$ cat src/rtl/ecc_2d_decoder.sv
// ecc_2d_decoder
//   Receive-side decoder for the 2D row/column parity code. It computes row,
//   column and corner syndromes from a received codeword and corrects any
//   single-bit error, whether in data or in parity. It returns the payload
//   through a two-stage valid/ready pipeline. Uncorrectable words are dropped
//   and reported with a one-cycle nack pulse.
//
// Ports
//   clk        : clock, all state updates on the rising edge
//   reset      : asynchronous active-high reset
//   in_valid   : code_in carries a codeword
//   in_ready   : stage can accept code_in this cycle (combinational)
//   code_in    : received codeword, (COL_NUM+1)*(ROW_NUM+1) bits
//   out_valid  : data_out holds a delivered word
//   out_ready  : consumer accepts data_out
//   data_out   : corrected payload, COL_NUM*ROW_NUM bits
//   corrected  : delivered word had one bit fixed (qualified by out_valid)
//   nack       : one-cycle pulse, an uncorrectable word was dropped
//   cnt_clear  : synchronous clear of both error counters
//   corr_cnt   : saturating count of corrected words
//   uncorr_cnt : saturating count of dropped words
module ecc_2d_decoder #(
  parameter int COL_NUM   = 4,
  parameter int ROW_NUM   = 4,
  parameter int CNT_WIDTH = 8
) (
  input  logic                                   clk,
  input  logic                                   reset,
  input  logic                                   in_valid,
  output logic                                   in_ready,
  input  logic [(COL_NUM+1)*(ROW_NUM+1)-1:0]     code_in,
  output logic                                   out_valid,
  input  logic                                   out_ready,
  output logic [COL_NUM*ROW_NUM-1:0]             data_out,
  output logic                                   corrected,
  output logic                                   nack,
  input  logic                                   cnt_clear,
  output logic [CNT_WIDTH-1:0]                   corr_cnt,
  output logic [CNT_WIDTH-1:0]                   uncorr_cnt
);

  localparam int CW      = (COL_NUM + 1) * (ROW_NUM + 1);
  localparam int DW      = COL_NUM * ROW_NUM;
  localparam int CP_BASE = ROW_NUM * (COL_NUM + 1);   // first column-parity bit
  localparam int UC_BIT  = CP_BASE + COL_NUM;          // corner parity bit
  localparam logic [CNT_WIDTH-1:0] CNT_MAX  = {CNT_WIDTH{1'b1}};
  localparam logic [CNT_WIDTH-1:0] CNT_ONE  = CNT_WIDTH'(1'b1);
  localparam logic [CNT_WIDTH-1:0] CNT_ZERO = {CNT_WIDTH{1'b0}};

  // Payload bits, stripped of the interleaved parity bits.
  function automatic logic [DW-1:0] get_payload(input logic [CW-1:0] cw);
    logic [DW-1:0] p;
    p = {DW{1'b0}};
    for (int i = 0; i < ROW_NUM; i++) begin
      for (int j = 0; j < COL_NUM; j++) begin
        p[i*COL_NUM+j] = cw[i*(COL_NUM+1)+j];
      end
    end
    return p;
  endfunction

  // Row syndromes: parity of each data row including its row parity bit.
  function automatic logic [ROW_NUM-1:0] row_syn(input logic [CW-1:0] cw);
    logic [ROW_NUM-1:0] s;
    s = {ROW_NUM{1'b0}};
    for (int i = 0; i < ROW_NUM; i++) begin
      s[i] = cw[(i+1)*(COL_NUM+1)-1];
      for (int j = 0; j < COL_NUM; j++) begin
        s[i] = s[i] ^ cw[i*(COL_NUM+1)+j];
      end
    end
    return s;
  endfunction

  // Column syndromes: parity of each data column including its column parity bit.
  function automatic logic [COL_NUM-1:0] col_syn(input logic [CW-1:0] cw);
    logic [COL_NUM-1:0] s;
    s = {COL_NUM{1'b0}};
    for (int j = 0; j < COL_NUM; j++) begin
      s[j] = cw[CP_BASE+j];
      for (int i = 0; i < ROW_NUM; i++) begin
        s[j] = s[j] ^ cw[i*(COL_NUM+1)+j];
      end
    end
    return s;
  endfunction

  // Corner syndrome: column parity bits checked against the corner bit.
  function automatic logic corner_syn(input logic [CW-1:0] cw);
    logic s;
    s = cw[UC_BIT];
    for (int j = 0; j < COL_NUM; j++) begin
      s = s ^ cw[CP_BASE+j];
    end
    return s;
  endfunction

  // Stage 1 keeps only the payload: once the syndromes are known, the parity
  // bits carry no further information for correction.
  logic                s1_valid_q, s1_valid_d;
  logic [DW-1:0]       s1_data_q, s1_data_d;
  logic [ROW_NUM-1:0]  s1_sr_q, s1_sr_d;
  logic [COL_NUM-1:0]  s1_sc_q, s1_sc_d;
  logic                s1_sk_q, s1_sk_d;

  logic                out_valid_q, out_valid_d;
  logic [DW-1:0]       data_q, data_d;
  logic                corr_q, corr_d;
  logic                nack_q, nack_d;
  logic [CNT_WIDTH-1:0] corr_cnt_q, corr_cnt_d;
  logic [CNT_WIDTH-1:0] uncorr_cnt_q, uncorr_cnt_d;

  logic                advance_s;
  logic                in_ready_s;
  logic                take_s;
  logic                sr_none_s, sc_none_s, sr_one_s, sc_one_s;
  logic                clean_s, data_err_s, fixed_s, uncorr_s;
  logic [DW-1:0]       flip_mask_s;

  assign advance_s  = !out_valid_q || out_ready;
  assign in_ready_s = !s1_valid_q || advance_s;
  assign take_s     = advance_s && s1_valid_q;

  // Stage-1 next state: load a new word whenever the stage is free or draining.
  always_comb begin
    s1_valid_d = s1_valid_q;
    s1_data_d  = s1_data_q;
    s1_sr_d    = s1_sr_q;
    s1_sc_d    = s1_sc_q;
    s1_sk_d    = s1_sk_q;
    if (in_ready_s) begin
      s1_valid_d = in_valid;
      if (in_valid) begin
        s1_data_d = get_payload(code_in);
        s1_sr_d   = row_syn(code_in);
        s1_sc_d   = col_syn(code_in);
        s1_sk_d   = corner_syn(code_in);
      end else begin
        s1_data_d = s1_data_q;
      end
    end else begin
      s1_valid_d = s1_valid_q;
    end
  end

  // Syndrome classification of the word sitting in stage 1.
  always_comb begin
    sr_none_s  = (s1_sr_q == {ROW_NUM{1'b0}});
    sc_none_s  = (s1_sc_q == {COL_NUM{1'b0}});
    sr_one_s   = ($countones(s1_sr_q) == 32'd1);
    sc_one_s   = ($countones(s1_sc_q) == 32'd1);
    clean_s    = sr_none_s && sc_none_s && !s1_sk_q;
    data_err_s = sr_one_s && sc_one_s && !s1_sk_q;
    // Single parity-bit errors (row, column, corner) leave the payload intact.
    fixed_s    = data_err_s
               || (sr_one_s  && sc_none_s && !s1_sk_q)
               || (sr_none_s && sc_one_s  &&  s1_sk_q)
               || (sr_none_s && sc_none_s &&  s1_sk_q);
    uncorr_s   = !(clean_s || fixed_s);
    // Outer product of the one-hot syndromes marks the failing data bit.
    flip_mask_s = {DW{1'b0}};
    for (int i = 0; i < ROW_NUM; i++) begin
      for (int j = 0; j < COL_NUM; j++) begin
        flip_mask_s[i*COL_NUM+j] = s1_sr_q[i] & s1_sc_q[j];
      end
    end
  end

  // Stage-2 next state, nack pulse and saturating counters.
  always_comb begin
    out_valid_d  = out_valid_q;
    data_d       = data_q;
    corr_d       = corr_q;
    nack_d       = take_s && uncorr_s;
    corr_cnt_d   = corr_cnt_q;
    uncorr_cnt_d = uncorr_cnt_q;
    if (advance_s) begin
      if (s1_valid_q && !uncorr_s) begin
        out_valid_d = 1'b1;
        data_d      = s1_data_q ^ (data_err_s ? flip_mask_s : {DW{1'b0}});
        corr_d      = fixed_s;
      end else begin
        // Empty stage 1 or a dropped word: the old output has been consumed.
        out_valid_d = 1'b0;
      end
    end else begin
      out_valid_d = out_valid_q;
    end
    if (cnt_clear) begin
      corr_cnt_d   = CNT_ZERO;
      uncorr_cnt_d = CNT_ZERO;
    end else begin
      if (take_s && fixed_s && (corr_cnt_q != CNT_MAX)) begin
        corr_cnt_d = corr_cnt_q + CNT_ONE;
      end else begin
        corr_cnt_d = corr_cnt_q;
      end
      if (take_s && uncorr_s && (uncorr_cnt_q != CNT_MAX)) begin
        uncorr_cnt_d = uncorr_cnt_q + CNT_ONE;
      end else begin
        uncorr_cnt_d = uncorr_cnt_q;
      end
    end
  end

  // Stage-1 registers.
  always_ff @(posedge clk or posedge reset) begin
    if (reset) begin
      s1_valid_q <= 1'b0;
      s1_data_q  <= {DW{1'b0}};
      s1_sr_q    <= {ROW_NUM{1'b0}};
      s1_sc_q    <= {COL_NUM{1'b0}};
      s1_sk_q    <= 1'b0;
    end else begin
      s1_valid_q <= s1_valid_d;
      s1_data_q  <= s1_data_d;
      s1_sr_q    <= s1_sr_d;
      s1_sc_q    <= s1_sc_d;
      s1_sk_q    <= s1_sk_d;
    end
  end

  // Stage-2 output registers and link-health counters.
  always_ff @(posedge clk or posedge reset) begin
    if (reset) begin
      out_valid_q  <= 1'b0;
      data_q       <= {DW{1'b0}};
      corr_q       <= 1'b0;
      nack_q       <= 1'b0;
      corr_cnt_q   <= CNT_ZERO;
      uncorr_cnt_q <= CNT_ZERO;
    end else begin
      out_valid_q  <= out_valid_d;
      data_q       <= data_d;
      corr_q       <= corr_d;
      nack_q       <= nack_d;
      corr_cnt_q   <= corr_cnt_d;
      uncorr_cnt_q <= uncorr_cnt_d;
    end
  end

  assign in_ready   = in_ready_s;
  assign out_valid  = out_valid_q;
  assign data_out   = data_q;
  assign corrected  = corr_q;
  assign nack       = nack_q;
  assign corr_cnt   = corr_cnt_q;
  assign uncorr_cnt = uncorr_cnt_q;

endmodule

$ cat config.mk
export PLATFORM = sky130hd
export DESIGN_NAME = ecc_2d_decoder
export DESIGN_NICKNAME = d
export VERILOG_FILES = /design/src/rtl/ecc_2d_decoder.sv
export SDC_FILE = /design/constraint.sdc
export NUM_CORES = 1
export LEC_CHECK = 0
export CORE_UTILIZATION = 56
export CTS_CLUSTER_SIZE = 40
export DETAILED_ROUTE_END_ITERATION = 16
export HOLD_SLACK_MARGIN = 0.06
export PLACE_DENSITY = 0.84
export SYNTH_ARGS = -nofsm -noshare
export SYNTH_HDL_FRONTEND = slang
export SYNTH_SLANG_ARGS = --single-unit
$ cat constraint.sdc
create_clock -name clk -period 6.9 [get_ports clk]
set_clock_uncertainty 0.1 [all_clocks]
set_input_delay 1.035 -clock clk [delete_from_list [all_inputs] [get_ports clk]]
set_output_delay 1.035 -clock clk [all_outputs]
set_load 0.005 [all_outputs]
==> flow_summary.ini <==
[sta]
fin_crit_sh_pct = 57.1
hold_viol = 0
tightest_slew_ps = 1130
fin_hold_ws_ps = 383
relSlewSlack_pct = 24.8
min_period_ps = 3940
slew_violations = 0
fmax_mhz = 254
grt_setup_unrepaired = no
setup_viol = 0
finalSetupTns_ps = 0

[setup_path]
cp_cell_sequence = inv_1, fa_1, inv_1, ha_1, ha_1, nor4b_4, o22ai_1, o21bai_1, nor4_1, mux2_4
reg2reg_to = uncorr_cnt[6]$_DFFE_PP0P_
cp_max_fo = 19
rrSetupSlack_ps = 2960
path_class = reg -> reg
end_kind = flop
cp_slowest_cell = nor4b_4
reg2reg_depth = 10
critical_path_buf_inv_count = 2
cp-start-kind = flop
crit_required_ps = 7030
max_stage_delay_ps = 760
crit_family = adder cells
arrival_ps = 4060
rr_startpoint = s1_sr_q[0]$_DFFE_PP0P_

[pwr]
switching_share_pct = 34.2
ir_drop_v = 0.000154
leakage_uw = 0.00172
seqPwrFrac_pct = 39.8
p_int_uw = 842
p_per_area_mw_per_mm2 = 307
switching_power_uw = 438
pwr-share-comb_pct = 37.7
clock_power_share_pct = 22.5

[synthesis]
syn_nets = 360
synth-adder-area-share_pct = 4.24
avgSynthCellArea_um2 = 10.3
yosys_warnings = 0
synth_common_cells = dfrtp_1, xnor2_1, nand2_1, xor2_1, nand3_1
synth_top_family_by_area = simple AND/OR/NAND/NOR gates
synth.top_cell.area_share_pct = 46.2
synthCells = 320
synthArstFlopShare_pct = 100
synth_seq_cells = 61
synth-compound-area-share_pct = 6.58
yosysTopAreaCell = dfrtp_1
synthTopCellsByArea = dfrtp_1, xnor2_1, xor2_1
synthSimpleGateAreaFrac_pct = 16.6
post-synth-top-count-cell = dfrtp_1
synth-seq-area-share_pct = 46.2
synth_cell_types = 40
synth-edff-count = 0
synth_area_mm2 = 0.00331
synth_mux_area_share_pct = 7.30
synthFlopType = dfrtp_1
synth_xor_area_share_pct = 15.6

[hold_path]
min-delay-start = data_out[11]$_DFFE_PP0P_
hold_depth = 2
hold_end = data_out[11]$_DFFE_PP0P_
hp-class = reg -> reg

[drt]
firstDrtPassIters = 6
detail-route-antenna-nets = 0
drt-initial-drc-count = 129
wirelength_um = 6670
wl_per_cell_um = 14.5
drc_errors = 0
vias = 2490
vias_per_cell = 5.40

[placement]
port_buffers = 65
gp_congestion = 0.832
dp_hpwl_um = 4880

[floorplanning]
initial_core_util_pct = 59.0
chipHeight_um = 78.8
pin_count = 66
rows = 27
dieArea_mm2 = 0.00622
die_x_um = 78.8
core-area_mm2 = 0.00561

[global_routing]
grt_usage_pct = 24.5
first_global_vias = 2395
grt_max_degree = 62
grt_pass1_wl_um = 11400
antenna_found_initial = 0
grt.overflow.total = 0

[clocking]
cts_buffers = 9
postCtsSetupBuffers = 0
clock_latency_ps = 340
cts_tree = yes
clock-sinks = 61
cts-root-buf = clkbuf_8
hold_buffers = 0
h-tree-depth = 3
cts_buffer_depth = 2
cts_resized = 0
clk_pin_slew_ps = 60

[status]
status = finished, final reports clean

[layout]
layout-drive-gt1-share_pct = 9.51
num-fill-cells = 410
multi_input_area_mm2 = 0.00167
regArea_mm2 = 0.00153
antennaDiodeCount = 0
synthToLayoutAreaGrowth_pct = 26.0
final_nets = 425

[flow_run]
drv_cap = 0
-- logic make-up (layout without fill, tap and decap cells) --
logic type / Yosys count / after routing
muxes: 21 / 21
adders and majority gates: 10 / 10
DFF: 61 / 61
buffers and inverters: 25 / 94
and+or+nand+nor: 105 / 105
AOI/OAI and AO/OA: 39 / 39
xor gates and xnor gates: 59 / 59
-- routing by layer --
layer,up-vias,part of all wire (%),global-route usage [%]
met1,1202,46,32.8
met5,-,0,0
met2,58,48,37.6
li1,1222,-,-
met4,0,1.4,8.73
met3,8,4.0,7.59
-- registers in the layout, summed over array words and instances, names as in the netlist --
signal / cells
s1_sr_q: 4
data_out: 16
s1_data_q: 16
s1_sc_q: 4
s1_valid_q: 1
s1_sk_q: 1
out_valid: 1
corrected: 1
corr_cnt: 8
nack: 1
uncorr_cnt: 8
-- area by class of cell --
type,count,share of cell area (%)
inverter,13,1.17
clock buffer,14,4.14
tap,72,2.16
multi-input combinational,234,40.0
timing repair buffer,66,15.8
clock inverter,1,0.120
sequential,61,36.6
-- cell usage in the layout, fill, tap and decap left out, types with 2 or more instances in the layout --
cell             synthesis  final
nand2_1                 32     32
o21ai_1                 17     17
nor2_1                  12     12
clkbuf_1                 7      2
nand2b_1                 4      4
mux2_4                   2      2
and3_1                   4      4
nor4_1                   6      6
ha_1                     8      8
nor3b_1                  3      3
clkdlybuf4s50_1          0     65
xor2_1                  25     25
o21ai_0                 11     11
nor3_1                   4      4
nor2b_1                  4      4
nor4b_1                  2      2
or3_1                    3      3
xnor2_1                 34     34
mux2_2                  17     17
nand3_1                 23     23
and4_1                   3      3
inv_1                   13     12
a21oi_1                  4      4
clkbuf_8                 0     12
mux2i_1                  2      2
dfrtp_1                 61     61
fa_1                     2      2
-- stage by stage --
stage	util, %	power, uW	worst slack, ps	instances	instance area (um2)
finish	74.3	1280	2960	461	4170
global route	74.3	1370	2690	461	4170
CTS	74.3	1290	3000	461	4170
detailed placement	71.1	996	3000	446	3990
global placement	71.1	970	3170	446	3990
floorplan	-	803	3850	320	3310
-- tightest hold or removal path: cells and delay by family (launching register included) --
family	cells	cell delay (ps)
AOI/OAI and AO/OA	1	60
DFF	1	340
and+or+nand+nor	1	50
-- power by group through the flow --
stage          sequential (uW)  clock (uW)  combinational, uW
5_1_grt                    521         311                540
3_5_place_dp               514           0                482
6_report                   509         288                483
4_1_cts                    509         294                486
3_3_place_gp               510           0                460
2_1_floorplan              503           0                300
-- worst max-delay path by stage --
stage	start	to	cells past startpoint
floorplan	s1_sr_q[0]$_DFFE_PP0P_	data_out[2]$_DFFE_PP0P_	12
global placement	s1_sr_q[0]$_DFFE_PP0P_	uncorr_cnt[6]$_DFFE_PP0P_	10
detailed placement	s1_sr_q[0]$_DFFE_PP0P_	uncorr_cnt[6]$_DFFE_PP0P_	10
CTS	s1_sr_q[0]$_DFFE_PP0P_	uncorr_cnt[6]$_DFFE_PP0P_	10
global route	s1_sr_q[0]$_DFFE_PP0P_	uncorr_cnt[6]$_DFFE_PP0P_	10
finish	s1_sr_q[0]$_DFFE_PP0P_	uncorr_cnt[6]$_DFFE_PP0P_	10
(Power assumes the default switching activity.)
